File: src/rtl/irrig_mux_arbiter.sv
// Two-source round-robin arbiter for the shared 4-bit irrigation valve bus, with minimum grant
// hold and an all-closed guard interval between owners. Optional grant limit: IRRIG_ARB_TIMEOUT_EN.
module irrig_mux_arbiter #(
    parameter int unsigned MIN_HOLD     = 4,
    parameter int unsigned GUARD_CYCLES = 2,
    parameter int unsigned MAX_GRANT    = 200,
    parameter int unsigned CNT_W        = 8
) (
    input  logic       clk,
    input  logic       rst_n,
    input  logic       req0,
    input  logic       req1,
    input  logic [3:0] data0,
    input  logic [3:0] data1,
    output logic       gnt0,
    output logic       gnt1,
    output logic       sel,
    output logic       out_valid,
    output logic [3:0] out_data,
    output logic       busy,
    output logic       timeout
);

    typedef enum logic [1:0] {
        ST_IDLE  = 2'd0,
        ST_GRANT = 2'd1,
        ST_GUARD = 2'd2
    } state_t;

    localparam logic [CNT_W-1:0] CNT_ONE   = {{(CNT_W-1){1'b0}}, 1'b1};
    localparam logic [CNT_W-1:0] HOLD_C    = CNT_W'(MIN_HOLD);
    localparam logic [CNT_W-1:0] GUARD_C   = CNT_W'(GUARD_CYCLES);
    localparam bit               NO_GUARD  = (GUARD_CYCLES == 32'd0);

    // Counters must be able to represent every configured limit without wrapping.
    if ((MIN_HOLD >= (32'd1 << CNT_W)) || (GUARD_CYCLES >= (32'd1 << CNT_W)) ||
        (MAX_GRANT >= (32'd1 << CNT_W)) || (MIN_HOLD < 32'd1)) begin : g_bad_cfg
        $error("irrig_mux_arbiter: illegal MIN_HOLD/GUARD_CYCLES/MAX_GRANT for CNT_W");
    end

    state_t           state_q, state_d;
    logic [CNT_W-1:0] cnt_q, cnt_d;
    logic             owner_q, owner_d;    // current owner in GRANT, last owner otherwise
    logic             sel_q, sel_d;
    logic             gnt0_q, gnt0_d;
    logic             gnt1_q, gnt1_d;
    logic             valid_q, valid_d;
    logic [3:0]       data_q, data_d;
    logic             busy_q, busy_d;
    logic             timeout_q, timeout_d;
    logic [1:0]       lock_q, lock_d;

    logic [1:0]       req_m_s;
    logic             win_s;
    logic             own_req_s;
    logic [3:0]       own_data_s;
    logic [CNT_W-1:0] cnt_inc_s;
    logic             hold_met_s;
    logic             limit_hit_s;
    logic             rel_normal_s;
    logic             rel_forced_s;

    assign req_m_s      = {req1, req0} & ~lock_q;
    assign win_s        = (req_m_s == 2'b11) ? ~owner_q : req_m_s[1];
    assign own_req_s    = owner_q ? req1 : req0;
    assign own_data_s   = owner_q ? data1 : data0;
    assign cnt_inc_s    = (&cnt_q) ? cnt_q : (cnt_q + CNT_ONE);
    assign hold_met_s   = (cnt_q >= HOLD_C);
`ifdef IRRIG_ARB_TIMEOUT_EN
    localparam logic [CNT_W-1:0] MAX_C = CNT_W'(MAX_GRANT);
    assign limit_hit_s  = (cnt_q >= MAX_C);
`else
    assign limit_hit_s  = 1'b0;
`endif
    assign rel_normal_s = ~own_req_s & hold_met_s;
    assign rel_forced_s = own_req_s & limit_hit_s;

    // Next-state and next-output decode for the IDLE/GRANT/GUARD sequence.
    always_comb begin
        state_d   = state_q;
        cnt_d     = cnt_q;
        owner_d   = owner_q;
        sel_d     = sel_q;
        gnt0_d    = gnt0_q;
        gnt1_d    = gnt1_q;
        valid_d   = 1'b0;
        data_d    = 4'b0000;
        timeout_d = 1'b0;
        lock_d    = lock_q & {req1, req0};

        case (state_q)
            ST_IDLE: begin
                if (req_m_s != 2'b00) begin
                    state_d = ST_GRANT;
                    owner_d = win_s;
                    sel_d   = win_s;
                    gnt0_d  = ~win_s;
                    gnt1_d  = win_s;
                    cnt_d   = CNT_ONE;
                end else begin
                    gnt0_d  = 1'b0;
                    gnt1_d  = 1'b0;
                    cnt_d   = '0;
                end
            end
            ST_GRANT: begin
                if (rel_normal_s || rel_forced_s) begin
                    gnt0_d    = 1'b0;
                    gnt1_d    = 1'b0;
                    cnt_d     = CNT_ONE;
                    state_d   = NO_GUARD ? ST_IDLE : ST_GUARD;
                    timeout_d = rel_forced_s;
                    if (rel_forced_s) begin
                        lock_d = lock_d | (owner_q ? 2'b10 : 2'b01);
                    end else begin
                        lock_d = lock_d;
                    end
                end else begin
                    valid_d = 1'b1;
                    data_d  = own_data_s;
                    cnt_d   = cnt_inc_s;
                end
            end
            ST_GUARD: begin
                gnt0_d = 1'b0;
                gnt1_d = 1'b0;
                if (cnt_q >= GUARD_C) begin
                    state_d = ST_IDLE;
                    cnt_d   = '0;
                end else begin
                    cnt_d   = cnt_inc_s;
                end
            end
            default: begin
                state_d = ST_IDLE;
                gnt0_d  = 1'b0;
                gnt1_d  = 1'b0;
                cnt_d   = '0;
            end
        endcase

        busy_d = (state_d != ST_IDLE);
    end

    // State and registered outputs; reset closes the bus immediately.
    always_ff @(posedge clk or negedge rst_n) begin
        if (!rst_n) begin
            state_q   <= ST_IDLE;
            cnt_q     <= '0;
            owner_q   <= 1'b1;
            sel_q     <= 1'b0;
            gnt0_q    <= 1'b0;
            gnt1_q    <= 1'b0;
            valid_q   <= 1'b0;
            data_q    <= 4'b0000;
            busy_q    <= 1'b0;
            timeout_q <= 1'b0;
            lock_q    <= 2'b00;
        end else begin
            state_q   <= state_d;
            cnt_q     <= cnt_d;
            owner_q   <= owner_d;
            sel_q     <= sel_d;
            gnt0_q    <= gnt0_d;
            gnt1_q    <= gnt1_d;
            valid_q   <= valid_d;
            data_q    <= data_d;
            busy_q    <= busy_d;
            timeout_q <= timeout_d;
            lock_q    <= lock_d;
        end
    end

    assign gnt0      = gnt0_q;
    assign gnt1      = gnt1_q;
    assign sel       = sel_q;
    assign out_valid = valid_q;
    assign out_data  = data_q;
    assign busy      = busy_q;
    assign timeout   = timeout_q;

endmodule

File: config.mk
export PLATFORM = sky130hd
export DESIGN_NAME = irrig_mux_arbiter
export DESIGN_NICKNAME = d
export VERILOG_FILES = /design/src/rtl/irrig_mux_arbiter.sv
export SDC_FILE = /design/constraint.sdc
export NUM_CORES = 1
export LEC_CHECK = 0
export CORE_MARGIN = 1.5
export CORE_UTILIZATION = 50
export CTS_CLUSTER_DIAMETER = 100
export CTS_CLUSTER_SIZE = 25
export DETAILED_ROUTE_END_ITERATION = 8
export HOLD_SLACK_MARGIN = 0.15
export PLACE_DENSITY = 0.85
export REMOVE_ABC_BUFFERS = 1
export SYNTH_ARGS = -nofsm -noshare
export SYNTH_HDL_FRONTEND = slang
export SYNTH_SLANG_ARGS = --single-unit
File: constraint.sdc
create_clock -name clk -period 5.2 [get_ports clk]
set_clock_uncertainty 0.2 [all_clocks]
set_input_delay 1.56 -clock clk [delete_from_list [all_inputs] [get_ports clk]]
set_output_delay 1.56 -clock clk [all_outputs]
set_load 0.05 [all_outputs]
==> impl_metrics.xml, run 1 <==
<?xml version="1.0" encoding="UTF-8"?>
<metrics>
  <group name="power">
    <metric name="ir_drop" unit="mV">0.433</metric>
    <metric name="clkPwrFrac" unit="%">13.1</metric>
    <metric name="intPower" unit="mW">0.398</metric>
    <metric name="switching_share_of_power" unit="%">44.4</metric>
    <metric name="power.share.sequential" unit="%">37.5</metric>
    <metric name="combPwrFrac" unit="%">49.3</metric>
    <metric name="p_sw" unit="mW">0.318</metric>
    <metric name="leakagePower" unit="nW">0.613</metric>
    <metric name="power.density_cell_area" unit="nW/um2">544</metric>
  </group>
  <group name="timing">
    <metric name="hold_viol_final" unit="">0</metric>
    <metric name="setup_viol" unit="">0</metric>
    <metric name="fin_crit_sh" unit="%">62.8</metric>
    <metric name="slew_headroom" unit="%">36.6</metric>
    <metric name="maxSlewViolCount" unit="">0</metric>
    <metric name="fin_crit" unit="ns">3.26</metric>
    <metric name="worst_slew_pin_slew" unit="ns">0.949</metric>
    <metric name="rsz0062_at_grt" unit="">no</metric>
    <metric name="fin_tns_setup" unit="ns">0</metric>
    <metric name="max_freq" unit="GHz">0.306</metric>
  </group>
  <group name="synth">
    <metric name="main_combinational_cell_family_by_area_after_synthesis" unit="">simple AND/OR/NAND/NOR gates</metric>
    <metric name="ys.warnings.count" unit="">0</metric>
    <metric name="synth_top_area_share" unit="%">49.4</metric>
    <metric name="synth_flop_cell" unit="">dfrtp_1</metric>
    <metric name="postSynthRegisterBits" unit="">22</metric>
    <metric name="postSynthCellCount" unit="">96</metric>
    <metric name="synth_adder_area_share" unit="%">2.35</metric>
    <metric name="synth-compound-area-share" unit="%">11.1</metric>
    <metric name="asyncSetResetFlopFracSynth" unit="%">100</metric>
    <metric name="synth_sequential_area_ratio" unit="%">51.9</metric>
    <metric name="netlist.top_cell.by_area" unit="">dfrtp_1</metric>
    <metric name="post_synth_main_area_contributors" unit="">dfrtp_1, mux2i_1, a211oi_2, nand2_1, nor2_1</metric>
    <metric name="post_synth.cell_area_avg" unit="um2">11.1</metric>
    <metric name="post_synth_xor_area_fraction" unit="%">0.824</metric>
    <metric name="synthMuxAreaShare" unit="%">6.12</metric>
    <metric name="synth_simple_gate_area_share" unit="%">24.2</metric>
    <metric name="syn-cell-area" unit="um2">1060</metric>
    <metric name="synth_edf_count" unit="">0</metric>
    <metric name="yosysUniqueCellTypes" unit="">32</metric>
  </group>
  <group name="placed_design">
    <metric name="dp.cells" unit="">141</metric>
    <metric name="hpwlAfterDp" unit="um">1510</metric>
    <metric name="buffer_ports.inserted" unit="">20</metric>
    <metric name="gp_routability_congestion" unit="">0.751</metric>
  </group>
  <group name="clock_tree">
    <metric name="tritoncts" unit="">yes</metric>
    <metric name="cts.reportedPaths.clkPinSlew" unit="ns">0.12</metric>
    <metric name="max-clock-path-buffers" unit="">2</metric>
    <metric name="post_cts_resized" unit="">0</metric>
    <metric name="clock_sink_count" unit="">22</metric>
    <metric name="cts_setup_buffers" unit="">0</metric>
    <metric name="clockRootBuffer" unit="">clkbuf_4</metric>
    <metric name="cts-htree-levels" unit="">1</metric>
    <metric name="cts_made_buffers" unit="">3</metric>
    <metric name="clock_latency" unit="ns">0.31</metric>
    <metric name="postCtsHoldBufs" unit="">0</metric>
  </group>
  <group name="global_routing">
    <metric name="grt_pass1_vias" unit="">806</metric>
    <metric name="grt.overflow.total" unit="">0</metric>
    <metric name="global_route.usage.total" unit="%">19.5</metric>
    <metric name="first_pass_grt_wire_length" unit="um">3530</metric>
    <metric name="grt_antenna_before_repair" unit="">0</metric>
    <metric name="pin_count_of_the_biggest_net_entering_global_routing" unit="">23</metric>
  </group>
  <group name="detailed_routing">
    <metric name="wl_per_cell" unit="um">13.3</metric>
    <metric name="antenna_left" unit="">0</metric>
    <metric name="finalWirelength" unit="um">1930</metric>
    <metric name="detailroute.via_count" unit="">765</metric>
    <metric name="initialDrtViolationCount" unit="">7</metric>
    <metric name="detailedRoute.firstPassIterationCount" unit="">4</metric>
    <metric name="vias_per_cell" unit="">5.28</metric>
    <metric name="drc" unit="">0</metric>
  </group>
  <group name="min_path">
    <metric name="hold_path_sink" unit="">sel$_DFFE_PN0P_</metric>
    <metric name="hold_path.startpoint" unit="">sel$_DFFE_PN0P_</metric>
    <metric name="whs_path_depth" unit="">2</metric>
    <metric name="hold_path_class" unit="">reg2reg</metric>
  </group>
  <group name="finish">
    <metric name="antenna-diode-count" unit="">0</metric>
    <metric name="layout.cells.most_common" unit="">dfrtp_1</metric>
    <metric name="areaGrowthSynthToFinish" unit="%">23.6</metric>
    <metric name="postLayoutCoreUtil" unit="%">66.4</metric>
    <metric name="finish.net_count" unit="">133</metric>
    <metric name="most-common-layout-cells" unit="">dfrtp_1, clkdlybuf4s50_1, nor2_1, nand2_1, mux2i_1</metric>
    <metric name="n_fill_cell" unit="">152</metric>
    <metric name="final_layout_size_suffix_gt1_share" unit="%">14.4</metric>
    <metric name="layoutNonFillerInstCount" unit="">145</metric>
  </group>
  <group name="worst_setup_path">
    <metric name="timing.critical_path.arrival" unit="ns">1.50</metric>
    <metric name="timing.reg2reg.setup_slack" unit="ns">3.32</metric>
    <metric name="worstSetupPathType" unit="">reg2out</metric>
    <metric name="max_stage_delay" unit="ns">0.81</metric>
    <metric name="cp-end-kind" unit="">output port</metric>
    <metric name="critical_path.reg2reg.endpoint" unit="">cnt_q[4]$_DFF_PN0_</metric>
    <metric name="worstPathMaxFanout" unit="">2</metric>
    <metric name="worst-endpoint-required" unit="ns">3.44</metric>
    <metric name="worstRegToRegCells" unit="">4</metric>
    <metric name="path_delay_family" unit="">buffers and inverters</metric>
    <metric name="cp_slowest_cell" unit="">clkdlybuf4s50_1</metric>
    <metric name="worst_setup_path_start_kind" unit="">flip-flop</metric>
    <metric name="timing.critical_path.cells" unit="">clkdlybuf4s50_1</metric>
    <metric name="worstPathBufferInverterCount" unit="">1</metric>
    <metric name="crit_reg_reg_startpoint" unit="">owner_q$_DFFE_PN1P_</metric>
  </group>
  <group name="die">
    <metric name="design.die.area" unit="um2">2410</metric>
    <metric name="floorplan.initialDensity" unit="%">53.7</metric>
    <metric name="die_height" unit="um">49.1</metric>
    <metric name="core_area" unit="um2">1980</metric>
    <metric name="num_io_pins" unit="">22</metric>
    <metric name="dieWidth" unit="um">49.1</metric>
    <metric name="num_rows" unit="">16</metric>
  </group>
  <group name="run_status">
    <metric name="status" unit="">finished clean</metric>
  </group>
  <group name="flow_run">
    <metric name="timing.max_cap.violations" unit="">0</metric>
  </group>
</metrics>
worst max path at each step:
stage | from | slack [ns] | end | cells past startpoint
3_5_place_dp | req1 | 1.91 | cnt_q[0]$_DFF_PN0_ | 5
4_1_cts | gnt0$_DFFE_PN0N_ | 1.92 | gnt0 | 1
6_report | gnt0$_DFFE_PN0N_ | 1.94 | gnt0 | 1
3_3_place_gp | req1 | 1.96 | cnt_q[0]$_DFF_PN0_ | 5
5_1_grt | gnt1$_DFFE_PN0N_ | 1.89 | gnt1 | 1
2_1_floorplan | req0 | 2.52 | cnt_q[5]$_DFF_PN0_ | 4
area by class of cell:
| type | instances | area [um2] | share of cell area [%] |
|---|---|---|---|
| Inverter | 4 | 15.0 | 1.14 |
| Tap cell | 27 | 33.8 | 2.57 |
| Multi-Input combinational cell | 68 | 478 | 36.3 |
| Sequential cell | 22 | 552 | 42.0 |
| Clock buffer | 4 | 36.3 | 2.76 |
| Timing Repair Buffer | 20 | 200 | 15.2 |
kinds of logic (layout without fill, tap and decap cells):
| group | after synthesis | in the layout |
|---|---|---|
| buf+inv | 6 | 28 |
| fa+ha+maj | 2 | 2 |
| other cells | 1 | 1 |
| simple gates | 45 | 45 |
| compound gates | 13 | 13 |
| xor+xnor | 1 | 1 |
| flops | 22 | 22 |
| mux | 6 | 6 |
per-stage QoR:
step | worst slack (ns) | hold WS (ns) | total power, mW | instance area [um2]
4_1_cts | 1.92 | 0.298 | 0.724 | 1320
2_1_floorplan | 2.52 | 0.259 | 0.514 | 1040
3_5_place_dp | 1.91 | 0.271 | 0.629 | 1280
5_1_grt | 1.89 | 0.347 | 0.762 | 1320
6_report | 1.94 | 0.290 | 0.716 | 1320
3_3_place_gp | 1.96 | 0.258 | 0.616 | 1280
synthesized netlist by cell type, types with 2 or more instances:
cell type and n:
and2_1 3, o21ai_0 2, nor3_2 2, nor2b_1 3
ha_1 2, a21oi_1 2, nor3b_1 2, a31oi_1 3
nand3_1 4, nand2_1 10, nor2_1 10, and3_1 4
a211oi_2 3, mux2i_1 5, inv_1 4, dfrtp_1 21
state kept, by name, summed over array words and instances (netlist names):
| register | cells |
|---|---|
| owner_q | 1 |
| out_valid | 1 |
| out_data | 4 |
| busy | 1 |
| cnt_q | 8 |
| state_q | 2 |
| gnt1 | 1 |
| sel | 1 |
| lock_q | 2 |
| gnt0 | 1 |
layer usage:
layer	up-vias	GRT usage [%]	part of all wire [%]
li1	372	-	-
met1	364	22.2	42
met2	25	33.8	51
met3	4	4.60	5.0
met4	0	10.0	1.8
met5	-	0	0
power groups by stage:
stage	Clock, mW	Combinational (mW)	Sequential [mW]
2_1_floorplan	0	0.141	0.373
3_3_place_gp	0	0.346	0.270
3_5_place_dp	0	0.356	0.273
4_1_cts	0.0980	0.356	0.269
5_1_grt	0.104	0.382	0.276
6_report	0.0940	0.353	0.269
Power figures use the tool's default switching activity.
==> run 2: changes to the inputs <==
--- a/config.mk
+++ b/config.mk
@@ -5,13 +5,14 @@
 export SDC_FILE = /design/constraint.sdc
 export NUM_CORES = 1
 export LEC_CHECK = 0
+export CORE_ASPECT_RATIO = 1.75
 export CORE_MARGIN = 1.5
-export CORE_UTILIZATION = 50
+export CORE_UTILIZATION = 44
 export CTS_CLUSTER_DIAMETER = 100
 export CTS_CLUSTER_SIZE = 25
 export DETAILED_ROUTE_END_ITERATION = 8
 export HOLD_SLACK_MARGIN = 0.15
-export PLACE_DENSITY = 0.85
+export PLACE_DENSITY = 0.8
 export REMOVE_ABC_BUFFERS = 1
 export SYNTH_ARGS = -nofsm -noshare
 export SYNTH_HDL_FRONTEND = slang
==> constraint.sdc (replaced) <==
create_clock -name clk -period 2.83 [get_ports clk]
set_clock_uncertainty 0.2 [all_clocks]
set_input_delay 0.849 -clock clk [delete_from_list [all_inputs] [get_ports clk]]
set_output_delay 0.849 -clock clk [all_outputs]
set_load 0.05 [all_outputs]
==> run 2 against run 1 <==
Compared with the run above: worst setup slack got worse by 1.6 ns; critical endpoint is now sel; count of clock-buffer cells in the layout unchanged; first-iteration DRC count rose by 14%; via count is 2.9% higher; largest cell class unchanged.
==> impl_metrics.xml, run 2 (synthesized netlist as in run 1, its figures left out) <==
<?xml version="1.0" encoding="UTF-8"?>
<metrics>
  <group name="die">
    <metric name="design.die.area" unit="um2">2730</metric>
    <metric name="num_io_pins" unit="">22</metric>
    <metric name="die_height" unit="um">68.0</metric>
    <metric name="num_rows" unit="">23</metric>
    <metric name="floorplan.initialDensity" unit="%">46.2</metric>
    <metric name="dieWidth" unit="um">40.2</metric>
    <metric name="core_area" unit="um2">2300</metric>
  </group>
  <group name="finish">
    <metric name="areaGrowthSynthToFinish" unit="%">26.6</metric>
    <metric name="antenna-diode-count" unit="">0</metric>
    <metric name="postLayoutCoreUtil" unit="%">58.5</metric>
    <metric name="final_layout_size_suffix_gt1_share" unit="%">15.8</metric>
    <metric name="finish.net_count" unit="">135</metric>
    <metric name="largest_register_ff_count" unit="">8</metric>
    <metric name="most-common-layout-cells" unit="">dfrtp_1, clkdlybuf4s50_1, nor2_1, nand2_1, mux2i_1</metric>
    <metric name="largest_register" unit="">cnt_q</metric>
    <metric name="n_fill_cell" unit="">215</metric>
    <metric name="layout.cells.most_common" unit="">dfrtp_1</metric>
    <metric name="fin_area" unit="um2">1350</metric>
  </group>
  <group name="worst_setup_path">
    <metric name="worstSetupPathType" unit="">reg2out</metric>
    <metric name="cp_slowest_cell" unit="">clkdlybuf4s50_1</metric>
    <metric name="worstPathBufferInverterCount" unit="">1</metric>
    <metric name="worstPathMaxFanout" unit="">2</metric>
    <metric name="worstRegToRegCells" unit="">4</metric>
    <metric name="worst_setup_path_start_kind" unit="">flip-flop</metric>
    <metric name="crit_reg_reg_startpoint" unit="">owner_q$_DFFE_PN1P_</metric>
    <metric name="cp-end-kind" unit="">output port</metric>
    <metric name="path_delay_family" unit="">buffers and inverters</metric>
    <metric name="critical_path.reg2reg.endpoint" unit="">cnt_q[1]$_DFF_PN0_</metric>
    <metric name="timing.critical_path.cells" unit="">clkdlybuf4s50_1</metric>
    <metric name="timing.reg2reg.setup_slack" unit="ns">0.94</metric>
    <metric name="worst-endpoint-required" unit="ns">1.78</metric>
    <metric name="max_stage_delay" unit="ns">0.81</metric>
    <metric name="timing.critical_path.arrival" unit="ns">1.44</metric>
  </group>
  <group name="clock_tree">
    <metric name="post_cts_resized" unit="">0</metric>
    <metric name="clock_sink_count" unit="">22</metric>
    <metric name="cts_made_buffers" unit="">3</metric>
    <metric name="max-clock-path-buffers" unit="">2</metric>
    <metric name="cts.reportedPaths.clkPinSlew" unit="ns">0.08</metric>
    <metric name="clockRootBuffer" unit="">clkbuf_8</metric>
    <metric name="cts_setup_buffers" unit="">0</metric>
    <metric name="tritoncts" unit="">yes</metric>
    <metric name="clock_latency" unit="ns">0.26</metric>
    <metric name="cts-htree-levels" unit="">1</metric>
    <metric name="postCtsHoldBufs" unit="">0</metric>
  </group>
  <group name="run_status">
    <metric name="status" unit="">finished clean</metric>
  </group>
  <group name="detailed_routing">
    <metric name="detailroute.via_count" unit="">787</metric>
    <metric name="wl_per_cell" unit="um">14.4</metric>
    <metric name="antenna_left" unit="">0</metric>
    <metric name="initialDrtViolationCount" unit="">8</metric>
    <metric name="vias_per_cell" unit="">5.43</metric>
    <metric name="finalWirelength" unit="um">2090</metric>
    <metric name="detailedRoute.firstPassIterationCount" unit="">4</metric>
    <metric name="drc" unit="">0</metric>
  </group>
  <group name="placed_design">
    <metric name="hpwlAfterDp" unit="um">1670</metric>
    <metric name="buffer_ports.inserted" unit="">20</metric>
    <metric name="placed_instance_area" unit="um2">1290</metric>
    <metric name="gp_routability_congestion" unit="">0.827</metric>
    <metric name="dpl_worst_slack" unit="ns">0.321</metric>
  </group>
  <group name="timing">
    <metric name="maxSlewViolCount" unit="">0</metric>
    <metric name="fin_crit_sh" unit="%">88.0</metric>
    <metric name="worst_slew_pin_slew" unit="ns">0.596</metric>
    <metric name="hold_viol_final" unit="">0</metric>
    <metric name="rsz0062_at_grt" unit="">no</metric>
    <metric name="fin_crit" unit="ns">2.49</metric>
    <metric name="max_freq" unit="GHz">0.402</metric>
    <metric name="fin_tns_setup" unit="ns">0</metric>
    <metric name="slew_headroom" unit="%">60.2</metric>
    <metric name="setup_viol" unit="">0</metric>
    <metric name="setup_slack" unit="ns">0.340</metric>
  </group>
  <group name="power">
    <metric name="switching_share_of_power" unit="%">43.3</metric>
    <metric name="ir_drop" unit="mV">0.574</metric>
    <metric name="power.total" unit="mW">1.38</metric>
    <metric name="combPwrFrac" unit="%">47.2</metric>
    <metric name="intPower" unit="mW">0.785</metric>
    <metric name="clkPwrFrac" unit="%">16.3</metric>
    <metric name="p_sw" unit="mW">0.599</metric>
    <metric name="leakagePower" unit="nW">0.630</metric>
    <metric name="power.density_cell_area" unit="nW/um2">1030</metric>
    <metric name="power.share.sequential" unit="%">36.4</metric>
  </group>
  <group name="global_routing">
    <metric name="grt_antenna_before_repair" unit="">0</metric>
    <metric name="grt.overflow.total" unit="">0</metric>
    <metric name="grt_pass1_vias" unit="">839</metric>
    <metric name="first_pass_grt_wire_length" unit="um">3570</metric>
    <metric name="pin_count_of_the_biggest_net_entering_global_routing" unit="">14</metric>
    <metric name="global_route.usage.total" unit="%">19.4</metric>
  </group>
  <group name="min_path">
    <metric name="hold_path_class" unit="">reg2reg</metric>
    <metric name="whs_path_depth" unit="">1</metric>
    <metric name="hold_path.startpoint" unit="">lock_q[0]$_DFF_PN0_</metric>
    <metric name="hold_path_sink" unit="">lock_q[0]$_DFF_PN0_</metric>
  </group>
  <group name="flow_run">
    <metric name="timing.max_cap.violations" unit="">0</metric>
  </group>
</metrics>
==> run 2: worst max-delay path by stage <==
stage / startpoint / end / slack (ns) / cells past startpoint
6_report: sel$_DFFE_PN0P_ / sel / 0.34 / 1
2_1_floorplan: req0 / cnt_q[5]$_DFF_PN0_ / 0.86 / 4
3_5_place_dp: req0 / cnt_q[1]$_DFF_PN0_ / 0.32 / 5
3_3_place_gp: req0 / cnt_q[4]$_DFF_PN0_ / 0.37 / 5
5_1_grt: gnt1$_DFFE_PN0N_ / gnt1 / 0.31 / 1
4_1_cts: sel$_DFFE_PN0P_ / sel / 0.33 / 1
==> run 2: cell type report <==
class | count | area (um2) | share of cell area (%)
timing repair buffer | 22 | 215 | 16.0
inverter | 4 | 15.0 | 1.12
sequential | 22 | 552 | 41.0
multi-input combinational | 68 | 478 | 35.5
tap | 25 | 31.3 | 2.32
clock buffer | 4 | 55.1 | 4.09
==> run 2: worst reg2reg max path: cells and delay by family (launching register included) <==
family / cells / cell delay [ns]
AND/OR/NAND/NOR: 1 / 0.10
multiplexers: 1 / 0.32
flip-flops: 1 / 0.64
AO/OA/AOI/OAI: 2 / 0.51
==> run 2: routing by layer <==
layer	global-route usage [%]	share of wire (%)
met1	20.5	37
met2	34.9	57
met3	3.57	3.9
met4	8.19	1.6
met5	0	0
==> run 2: power groups by stage <==
stage	sequential (mW)	clock, mW	combinational, mW
3_3_place_gp	0.505	0	0.642
5_1_grt	0.515	0.242	0.703
3_5_place_dp	0.509	0	0.659
4_1_cts	0.504	0.227	0.662
6_report	0.504	0.226	0.654
2_1_floorplan	0.685	0	0.260
==> run 2: per-stage QoR <==
stage               hold WS (ns)  instances
floorplan                  0.259         94
global placement           0.265        141
detailed placement         0.281        141
CTS                        0.302        145
global route               0.332        145
finish                     0.297        145
